==> config.mk <==
export PLATFORM = sky130hd
export DESIGN_NAME = fp_add_pipe_flat
export DESIGN_NICKNAME = d
export VERILOG_FILES = /design/src/rtl/fp_pkg.sv /design/src/rtl/fp_add_pipe_if.sv /design/src/rtl/fp_lzc.sv /design/src/rtl/fp_add_pipe.sv /design/src/flat_wrapper.sv
export SDC_FILE = /design/constraint.sdc
export NUM_CORES = 2
export LEC_CHECK = 0
export CAP_MARGIN = 30
export CORE_ASPECT_RATIO = 1.25
export CORE_MARGIN = 1
export CORE_UTILIZATION = 40
export CTS_BUF_LIST = sky130_fd_sc_hd__clkbuf_2 sky130_fd_sc_hd__clkbuf_4 sky130_fd_sc_hd__clkbuf_8
export CTS_CLUSTER_DIAMETER = 200
export CTS_CLUSTER_SIZE = 10
export DETAILED_ROUTE_END_ITERATION = 16
export HOLD_SLACK_MARGIN = 0.08
export PLACE_DENSITY = 0.58
export SLEW_MARGIN = 20
export SYNTH_ARGS = -nofsm -noshare
export SYNTH_HDL_FRONTEND = slang
export SYNTH_HIERARCHICAL = 1
export SYNTH_SLANG_ARGS = --single-unit
==> constraint.sdc <==
create_clock -name clk -period 14 [get_ports clk]
set_input_delay 2.1 -clock clk [delete_from_list [all_inputs] [get_ports clk]]
set_output_delay 2.1 -clock clk [all_outputs]
set_load 0.005 [all_outputs]
==> src/rtl/fp_pkg.sv <==
// ============================================================================
// Module      : fp_pkg
// Description : Shared types, flag indices and canonical-value helpers for
//               the pipelined floating-point adder.
// Revision    : 1.0 - initial release
// ============================================================================
`default_nettype none

package fp_pkg;

  localparam int FP_MAX_W = 64;

  localparam int FLAG_INVALID  = 2;
  localparam int FLAG_OVERFLOW = 1;
  localparam int FLAG_INEXACT  = 0;

  typedef enum logic [2:0] {
    CLS_ZERO,
    CLS_NORM,
    CLS_INF,
    CLS_QNAN,
    CLS_SNAN
  } fp_class_e;

  typedef enum logic [1:0] {
    SP_NONE,
    SP_QNAN,
    SP_INF
  } fp_special_e;

  // Special-value result decided at unpack and carried untouched to pack.
  typedef struct packed {
    fp_special_e kind;
    logic        sign;
    logic        invalid;
  } fp_bypass_t;

  function automatic logic [FP_MAX_W-1:0] fp_qnan(input int exp_w, input int man_w);
    logic [FP_MAX_W-1:0] v;
    v = '0;
    for (int i = 0; i < FP_MAX_W; i++)
      if (i >= man_w - 1 && i < exp_w + man_w) v[i] = 1'b1;
    return v;
  endfunction

  function automatic logic [FP_MAX_W-1:0] fp_inf(input logic sign, input int exp_w, input int man_w);
    logic [FP_MAX_W-1:0] v;
    v = '0;
    for (int i = 0; i < FP_MAX_W; i++) begin
      if (i >= man_w && i < exp_w + man_w) v[i] = 1'b1;
      if (i == exp_w + man_w)              v[i] = sign;
    end
    return v;
  endfunction

endpackage

`default_nettype wire

==> src/rtl/fp_add_pipe_if.sv <==
// ============================================================================
// Module      : fp_add_pipe_if
// Description : Operand-issue / result-writeback handshake bundle.
// Revision    : 1.0 - initial release
// ============================================================================
`default_nettype none

interface fp_add_pipe_if #(
  parameter int EXP_W = 11,
  parameter int MAN_W = 52
);
  localparam int W = 1 + EXP_W + MAN_W;

  logic         in_valid;
  logic         in_ready;
  logic [W-1:0] in_a;
  logic [W-1:0] in_b;
  logic         in_sub;
  logic         out_valid;
  logic         out_ready;
  logic [W-1:0] out_z;
  logic [2:0]   out_flags;

  modport master (
    output in_valid, in_a, in_b, in_sub, out_ready,
    input  in_ready, out_valid, out_z, out_flags
  );

  modport slave (
    input  in_valid, in_a, in_b, in_sub, out_ready,
    output in_ready, out_valid, out_z, out_flags
  );
endinterface

`default_nettype wire

==> src/rtl/fp_lzc.sv <==
// ============================================================================
// Module      : fp_lzc
// Description : Combinational leading-zero counter; all-zero input gives WIDTH.
// Revision    : 1.0 - initial release
// ============================================================================
`default_nettype none

module fp_lzc #(
  parameter int WIDTH = 57,
  parameter int CNT_W = $clog2(WIDTH + 1)
) (
  input  logic [WIDTH-1:0] value,
  output logic [CNT_W-1:0] count
);

  // Scanning upward lets the highest set bit have the final say.
  always_comb begin
    count = CNT_W'(WIDTH);
    for (int i = 0; i < WIDTH; i++)
      if (value[i]) count = CNT_W'(WIDTH - 1 - i);
  end

endmodule

`default_nettype wire

==> src/rtl/fp_add_pipe.sv <==
// ============================================================================
// Module      : fp_add_pipe
// Description : 4-stage IEEE-754 adder/subtractor, RNE, flush-to-zero, global stall.
// Revision    : 1.0 - initial release
// ============================================================================
`default_nettype none

module fp_add_pipe
  import fp_pkg::*;
#(
  parameter int EXP_W = 11,
  parameter int MAN_W = 52
) (
  input  logic         clk,
  input  logic         rst_n,
  fp_add_pipe_if.slave bus
);

  localparam int W     = 1 + EXP_W + MAN_W;
  localparam int SIG_W = MAN_W + 4;
  localparam int SUM_W = MAN_W + 5;
  localparam int LZ_W  = $clog2(SUM_W + 1);
  localparam int EXT_W = EXP_W + 2;
  localparam logic [EXP_W-1:0]    EXP_ONES  = '1;
  localparam logic [FP_MAX_W-1:0] QNAN_FULL = fp_qnan(EXP_W, MAN_W);
  localparam logic [FP_MAX_W-1:0] INF_FULL  = fp_inf(1'b0, EXP_W, MAN_W);
  localparam logic [W-1:0]        QNAN      = QNAN_FULL[W-1:0];
  localparam logic [W-2:0]        INF_MAG   = INF_FULL[W-2:0];

  logic advance;
  assign advance      = bus.out_ready | ~bus.out_valid;
  assign bus.in_ready = advance;

  // ---------------- stage 1: unpack / classify / order ----------------
  function automatic fp_class_e classify(input logic [EXP_W-1:0] e, input logic [MAN_W-1:0] f);
    if (e == '0)       return CLS_ZERO;
    if (e != EXP_ONES) return CLS_NORM;
    if (f == '0)       return CLS_INF;
    return f[MAN_W-1] ? CLS_QNAN : CLS_SNAN;
  endfunction

  logic             w_sa, w_sb, w_swap;
  logic [EXP_W-1:0] w_ea, w_eb;
  logic [MAN_W-1:0] w_fa, w_fb;
  fp_class_e        w_ca, w_cb;
  fp_bypass_t       w_byp;

  assign w_sa = bus.in_a[W-1];
  assign w_sb = bus.in_b[W-1] ^ bus.in_sub;
  assign w_ca = classify(bus.in_a[W-2:MAN_W], bus.in_a[MAN_W-1:0]);
  assign w_cb = classify(bus.in_b[W-2:MAN_W], bus.in_b[MAN_W-1:0]);
  assign w_ea = (w_ca == CLS_ZERO) ? '0 : bus.in_a[W-2:MAN_W];
  assign w_eb = (w_cb == CLS_ZERO) ? '0 : bus.in_b[W-2:MAN_W];
  assign w_fa = (w_ca == CLS_ZERO) ? '0 : bus.in_a[MAN_W-1:0];
  assign w_fb = (w_cb == CLS_ZERO) ? '0 : bus.in_b[MAN_W-1:0];
  assign w_swap = {w_eb, w_fb} > {w_ea, w_fa};

  always_comb begin
    w_byp = '{SP_NONE, 1'b0, 1'b0};
    if (w_ca == CLS_SNAN || w_cb == CLS_SNAN)      w_byp = '{SP_QNAN, 1'b0, 1'b1};
    else if (w_ca == CLS_QNAN || w_cb == CLS_QNAN) w_byp = '{SP_QNAN, 1'b0, 1'b0};
    else if (w_ca == CLS_INF && w_cb == CLS_INF)
      w_byp = (w_sa != w_sb) ? '{SP_QNAN, 1'b0, 1'b1} : '{SP_INF, w_sa, 1'b0};
    else if (w_ca == CLS_INF)                      w_byp = '{SP_INF, w_sa, 1'b0};
    else if (w_cb == CLS_INF)                      w_byp = '{SP_INF, w_sb, 1'b0};
  end

  logic             r1_valid, r1_sign, r1_zsign, r1_eff_sub;
  logic [EXP_W-1:0] r1_exp_a, r1_exp_b;
  logic [MAN_W:0]   r1_sig_a, r1_sig_b;
  fp_bypass_t       r1_byp;

  // ---------------- stage 2: align with guard/round/sticky ----------------
  logic [EXP_W-1:0] w_d;
  logic [SIG_W-1:0] w_full_b, w_shift, w_sig_b_al;
  logic             w_lost;

  assign w_d      = r1_exp_a - r1_exp_b;
  assign w_full_b = {r1_sig_b, 3'b000};

  always_comb begin
    w_shift    = w_full_b >> w_d;
    w_lost     = |(w_full_b & ~({SIG_W{1'b1}} << w_d));
    w_sig_b_al = {w_shift[SIG_W-1:1], w_shift[0] | w_lost};
    if (32'(w_d) >= 32'(MAN_W + 3))
      w_sig_b_al = {{(SIG_W-1){1'b0}}, |w_full_b};
  end

  logic             r2_valid, r2_sign, r2_zsign, r2_eff_sub;
  logic [EXP_W-1:0] r2_exp;
  logic [SIG_W-1:0] r2_sig_a, r2_sig_b;
  fp_bypass_t       r2_byp;

  // ---------------- stage 3: add / subtract ----------------
  logic [SUM_W-1:0] w_sum;
  assign w_sum = r2_eff_sub ? ({1'b0, r2_sig_a} - {1'b0, r2_sig_b})
                            : ({1'b0, r2_sig_a} + {1'b0, r2_sig_b});

  logic             r3_valid, r3_sign, r3_zsign;
  logic [EXP_W-1:0] r3_exp;
  logic [SUM_W-1:0] r3_sum;
  fp_bypass_t       r3_byp;

  // ---------------- stage 4: normalise / round / pack ----------------
  logic [LZ_W-1:0]  w_lz;
  logic [SIG_W-1:0] w_norm;
  logic [EXT_W-1:0] w_exp_n, w_exp_r;
  logic [MAN_W+1:0] w_mant;
  logic [MAN_W-1:0] w_frac;
  logic             w_rnd, w_inexact, w_ovf, w_unf;
  logic [W-1:0]     w_z;
  logic [2:0]       w_flags;

  fp_lzc #(.WIDTH(SUM_W), .CNT_W(LZ_W)) u_lzc (.value(r3_sum), .count(w_lz));

  always_comb begin
    if (r3_sum[SUM_W-1]) begin
      w_norm  = {r3_sum[SUM_W-1:2], r3_sum[1] | r3_sum[0]};
      w_exp_n = {2'b00, r3_exp} + EXT_W'(1);
    end else begin
      // A count of 1 means the hidden bit already sits in place.
      w_norm  = r3_sum[SUM_W-2:0] << (w_lz - LZ_W'(1));
      w_exp_n = {2'b00, r3_exp} + EXT_W'(1) - EXT_W'(w_lz);
    end
    w_inexact = |w_norm[2:0];
    w_rnd     = w_norm[2] & (w_norm[1] | w_norm[0] | w_norm[3]);
    w_mant    = {1'b0, w_norm[SIG_W-1:3]} + (MAN_W+2)'(w_rnd);
    w_exp_r   = w_exp_n + EXT_W'(w_mant[MAN_W+1]);
    w_frac    = w_mant[MAN_W+1] ? w_mant[MAN_W:1] : w_mant[MAN_W-1:0];
    w_ovf     = !w_exp_r[EXT_W-1] && (w_exp_r >= {2'b00, EXP_ONES});
    w_unf     = w_exp_r[EXT_W-1] || (w_exp_r == '0);

    w_z     = '0;
    w_flags = '0;
    if (r3_byp.kind == SP_QNAN) begin
      w_z                   = QNAN;
      w_flags[FLAG_INVALID] = r3_byp.invalid;
    end else if (r3_byp.kind == SP_INF) begin
      w_z = {r3_byp.sign, INF_MAG};
    end else if (r3_sum == '0) begin
      w_z = {r3_zsign, {(W-1){1'b0}}};
    end else if (w_ovf) begin
      w_z                    = {r3_sign, INF_MAG};
      w_flags[FLAG_OVERFLOW] = 1'b1;
      w_flags[FLAG_INEXACT]  = 1'b1;
    end else if (w_unf) begin
      w_z                   = {r3_sign, {(W-1){1'b0}}};
      w_flags[FLAG_INEXACT] = 1'b1;
    end else begin
      w_z                   = {r3_sign, w_exp_r[EXP_W-1:0], w_frac};
      w_flags[FLAG_INEXACT] = w_inexact;
    end
  end

  // ---------------- pipeline registers ----------------
  logic         r_out_valid;
  logic [W-1:0] r_out_z;
  logic [2:0]   r_out_flags;

  always_ff @(posedge clk or negedge rst_n) begin
    if (!rst_n) begin
      r1_valid    <= 1'b0;
      r2_valid    <= 1'b0;
      r3_valid    <= 1'b0;
      r_out_valid <= 1'b0;
      r_out_z     <= '0;
      r_out_flags <= '0;
    end else if (advance) begin
      r1_valid    <= bus.in_valid;
      r2_valid    <= r1_valid;
      r3_valid    <= r2_valid;
      r_out_valid <= r3_valid;
      if (r3_valid) begin
        r_out_z     <= w_z;
        r_out_flags <= w_flags;
      end
    end
  end

  always_ff @(posedge clk) begin
    if (advance) begin
      r1_sign    <= w_swap ? w_sb : w_sa;
      r1_zsign   <= w_sa & w_sb;
      r1_eff_sub <= w_sa ^ w_sb;
      r1_exp_a   <= w_swap ? w_eb : w_ea;
      r1_exp_b   <= w_swap ? w_ea : w_eb;
      r1_sig_a   <= w_swap ? {w_eb != '0, w_fb} : {w_ea != '0, w_fa};
      r1_sig_b   <= w_swap ? {w_ea != '0, w_fa} : {w_eb != '0, w_fb};
      r1_byp     <= w_byp;

      r2_sign    <= r1_sign;
      r2_zsign   <= r1_zsign;
      r2_eff_sub <= r1_eff_sub;
      r2_exp     <= r1_exp_a;
      r2_sig_a   <= {r1_sig_a, 3'b000};
      r2_sig_b   <= w_sig_b_al;
      r2_byp     <= r1_byp;

      r3_sign    <= r2_sign;
      r3_zsign   <= r2_zsign;
      r3_exp     <= r2_exp;
      r3_sum     <= w_sum;
      r3_byp     <= r2_byp;
    end
  end

  assign bus.out_valid = r_out_valid;
  assign bus.out_z     = r_out_z;
  assign bus.out_flags = r_out_flags;

endmodule

`default_nettype wire

==> src/flat_wrapper.sv <==
// flat-port wrapper written by rule: the top's interface ports become plain ports
module fp_add_pipe_flat import fp_pkg::*;
#(
  parameter int EXP_W = 11,
  parameter int MAN_W = 52
)
  (clk, rst_n, bus_in_valid, bus_in_a, bus_in_b, bus_in_sub, bus_out_ready, bus_in_ready, bus_out_valid, bus_out_z, bus_out_flags);
  fp_add_pipe_if #(.EXP_W(EXP_W), .MAN_W(MAN_W)) bus_i ();
  input  logic clk;
  input  logic rst_n;
  input wire logic [$bits(bus_i.in_valid)-1:0] bus_in_valid;
  input wire logic [$bits(bus_i.in_a)-1:0] bus_in_a;
  input wire logic [$bits(bus_i.in_b)-1:0] bus_in_b;
  input wire logic [$bits(bus_i.in_sub)-1:0] bus_in_sub;
  input wire logic [$bits(bus_i.out_ready)-1:0] bus_out_ready;
  output wire logic [$bits(bus_i.in_ready)-1:0] bus_in_ready;
  output wire logic [$bits(bus_i.out_valid)-1:0] bus_out_valid;
  output wire logic [$bits(bus_i.out_z)-1:0] bus_out_z;
  output wire logic [$bits(bus_i.out_flags)-1:0] bus_out_flags;
  assign bus_i.in_valid = bus_in_valid;
  assign bus_i.in_a = bus_in_a;
  assign bus_i.in_b = bus_in_b;
  assign bus_i.in_sub = bus_in_sub;
  assign bus_i.out_ready = bus_out_ready;
  assign bus_in_ready = bus_i.in_ready;
  assign bus_out_valid = bus_i.out_valid;
  assign bus_out_z = bus_i.out_z;
  assign bus_out_flags = bus_i.out_flags;
  fp_add_pipe #(.EXP_W(EXP_W), .MAN_W(MAN_W)) u_core (.clk(clk), .rst_n(rst_n), .bus(bus_i));
endmodule
==> results.toml <==
[clock_tree]
cts_tree = "done"
clock_latency_ps = 680
cts_sinks = 407
htree_levels = 2
cts-hold-fix-buffers = 0
cts_setup_buffers = 0
cts_buffers = 46
cts.clk_slew.worst_paths_ps = 70
clockRootBuffer = "clkbuf_8"
cts_resized = 0
clk_path_buf_depth = 3

[placement]
dp_hpwl_mm = 97.72
dp.cells = 5017
port_buffers = 201
gp_congestion = 1.020

[layout]
layout_common_cells = "nand2_1 (427), edfxtp_1 (336), nor2_1 (302), a21oi_1 (287), inv_1 (213)"
stdcell_count = 5082
fin_nets = 4237
drive_above_1_share = 0.09258
fillers = 8554
finalCoreUtilization = 0.4506
syn2layout_area_growth_pct = 11.24
mostFrequentLayoutCell = "nand2_1"

[timing]
slew_headroom = 0.2226
fmax_mhz = 94.20
fin_worst_skew_ps = 40.66
layout_min_cycle_time_ps = 10620
setup_tns_ps = 0
fin_crit_sh = 0.7582
drv_slew = 0
setup_viol = 0
hold_viol = 0
worstMarginPinSlew_ps = 1137
grt_setup_unrepaired = "no"

[synthesis]
synth.net_count = 4150
synth.distinct_cells = 127
syn_area_per_cell_um2 = 9.102
synth_top_area_frac = 0.2900
syn_area_um2 = 34790
synthArstFlopShare = 0.1744
synth_cells = 3822
ys_seq_area_frac = 0.3411
synth_top_cell_by_area = "edfxtp_1"
synth-seq-cells = 407
synth-edff-count = 336
yosys-top-cells-area = "edfxtp_1 (29%), ha_1 (6.9%), mux2i_1 (5.8%)"
synth_flop_cell = "edfxtp_1"
yosysWarnings = 6

[setup_path]
r2r_end = "u_core/bus.out_z[4]"
path_class = "reg2reg"
reg2reg_depth = 29
crit_end = "u_core/bus.out_z[4]"
r2r_slack_ps = 3380
timing.critical_path.buf_inv = 4
cp.required_ps = 14490
path_delay_family = "simple AND/OR/NAND/NOR gates"
r2r_start = "u_core/r3_sum[48]"
startpoint = "u_core/r3_sum[48]"
start_kind = "flop"
worstPathMaxFanout = 62
cp-end-kind = "flop"
slowest_stage = "buf_4"
cp.depth = 29
crit_arrival_ps = 11100
cpPeakStageDelay_ps = 740

[floorplan]
num_rows = 120
die_h_um = 331.7
fp.dieW_um = 265.8
initial_utilization = 0.4051
boundaryPins = 202
die_area_um2 = 88170
fp.coreArea_um2 = 85880

[grt]
grt_first_pass_wirelength_mm = 185.5
antenna_found_initial = 1
grt_max_degree = 75
track_usage = 0.2758
overflow = 0
grt_pass1_vias = 29691

[route]
ant_nets = 0
routed_via_density = 6.048
drt_iter0_drc = 2485
num_vias = 30735
wire_per_inst_um = 24.36
firstDrtPassIters = 6
drc = 0
wirelength_mm = 123.8

[hold_path]
hp-class = "reg2reg"

[run_status]
status = "finished, final reports clean"

[flow_run]
drv_cap = 0
-- state kept, by name (all words and copies together), names as in the netlist, 3 cells and up --
register and count:
u_core/bus.out_z 64, u_core/r3_sum 57, u_core/r2_sig_b 56, u_core/r1_sig_a 53
u_core/r1_sig_b 53, u_core/r2_sig_a 53, u_core/r1_exp_a 11, u_core/r1_exp_b 11
u_core/r2_exp 11, u_core/r3_exp 11, u_core/r1_byp 4, u_core/r2_byp 4
u_core/r3_byp 4, u_core/bus.out_flags 3
-- kinds of logic (layout without fill, tap and decap cells) --
| family | after synthesis | after routing | synth area share |
|---|---|---|---|
| AOI/OAI and AO/OA | 1014 | 1014 | 0.1918 |
| xor gates and xnor gates | 137 | 137 | 0.03492 |
| adders and majority gates | 196 | 196 | 0.07110 |
| buffers and inverters | 440 | 539 | 0.05287 |
| DFF | 407 | 407 | 0.3411 |
| muxes | 347 | 347 | 0.1287 |
| other | 0 | 2 | 0 |
| and+or+nand+nor | 1281 | 1281 | 0.1795 |
-- synth_stat cells, types with 23 or more instances --
library cell and n:
a211oi_1 56, a21o_1 52, a21oi_1 288, a22o_1 25, a31oi_1 37, and2_1 23
and3_1 27, buf_1 32, clkbuf_1 149, dfrtp_1 71, edfxtp_1 336, ha_1 192
inv_1 213, mux2_2 72, mux2i_1 202, mux4_2 66, nand2_1 429, nand2b_1 34
nand3_1 81, nand4_1 52, nor2_1 302, nor2b_1 39, nor3_1 93, nor4_1 91
o211ai_1 24, o21ai_0 209, o21bai_1 34, o22ai_1 29, o31ai_1 32, or3_1 24
xnor2_1 97, xor2_1 38
-- cell type report --
cell class	instances	area (µm²)	area share
flip-flops and latches	407	11870	0.3066
diodes	2	5.005	0.0001293
clock buffers	57	721.9	0.01866
multi-input cells	2975	21280	0.5499
repair buffers	262	2527	0.06531
clock inverters	3	32.53	0.0008406
well taps	1159	1450	0.03747
inverters	217	815.8	0.02108
-- how the worst min path moves through the flow --
stage | cells after the start | from | slack, ps | endpoint
global placement | 0 | u_core/r1_sig_a[42] | 400 | u_core/r2_sig_a[45]
finish | 0 | u_core/r2_byp[1] | 420 | u_core/r3_byp[1]
floorplan | 0 | u_core/r1_byp[0] | 400 | u_core/r2_byp[0]
detailed placement | 0 | u_core/r1_byp[0] | 400 | u_core/r2_byp[0]
global route | 0 | u_core/r1_sig_a[23] | 410 | u_core/r2_sig_a[26]
CTS | 0 | u_core/r2_byp[1] | 420 | u_core/r3_byp[1]
-- through the flow --
step                hold slack (ps)  area, µm²  setup WS [ps]
finish                        415.7      38700           3385
global route                  414.0      38700           2623
CTS                           419.3      38630           3408
detailed placement            404.5      37880           3454
global placement              400.8      37820           3552
floorplan                     400.3      34790          387.8
-- metal layers --
metal | global-route usage | vias up | routed length, µm
met2 | 0.4771 | 1161 | 60520
met5 | 0 | - | 0
met1 | 0.3212 | 14750 | 48220
met4 | 0.1867 | 0 | 9588
li1 | - | 14496 | -
met3 | 0.02714 | 328 | 5497
Power is left out: the tool's default activity adds up to more than one toggle a clock period on the data nets, which glitch-free logic cannot reach.
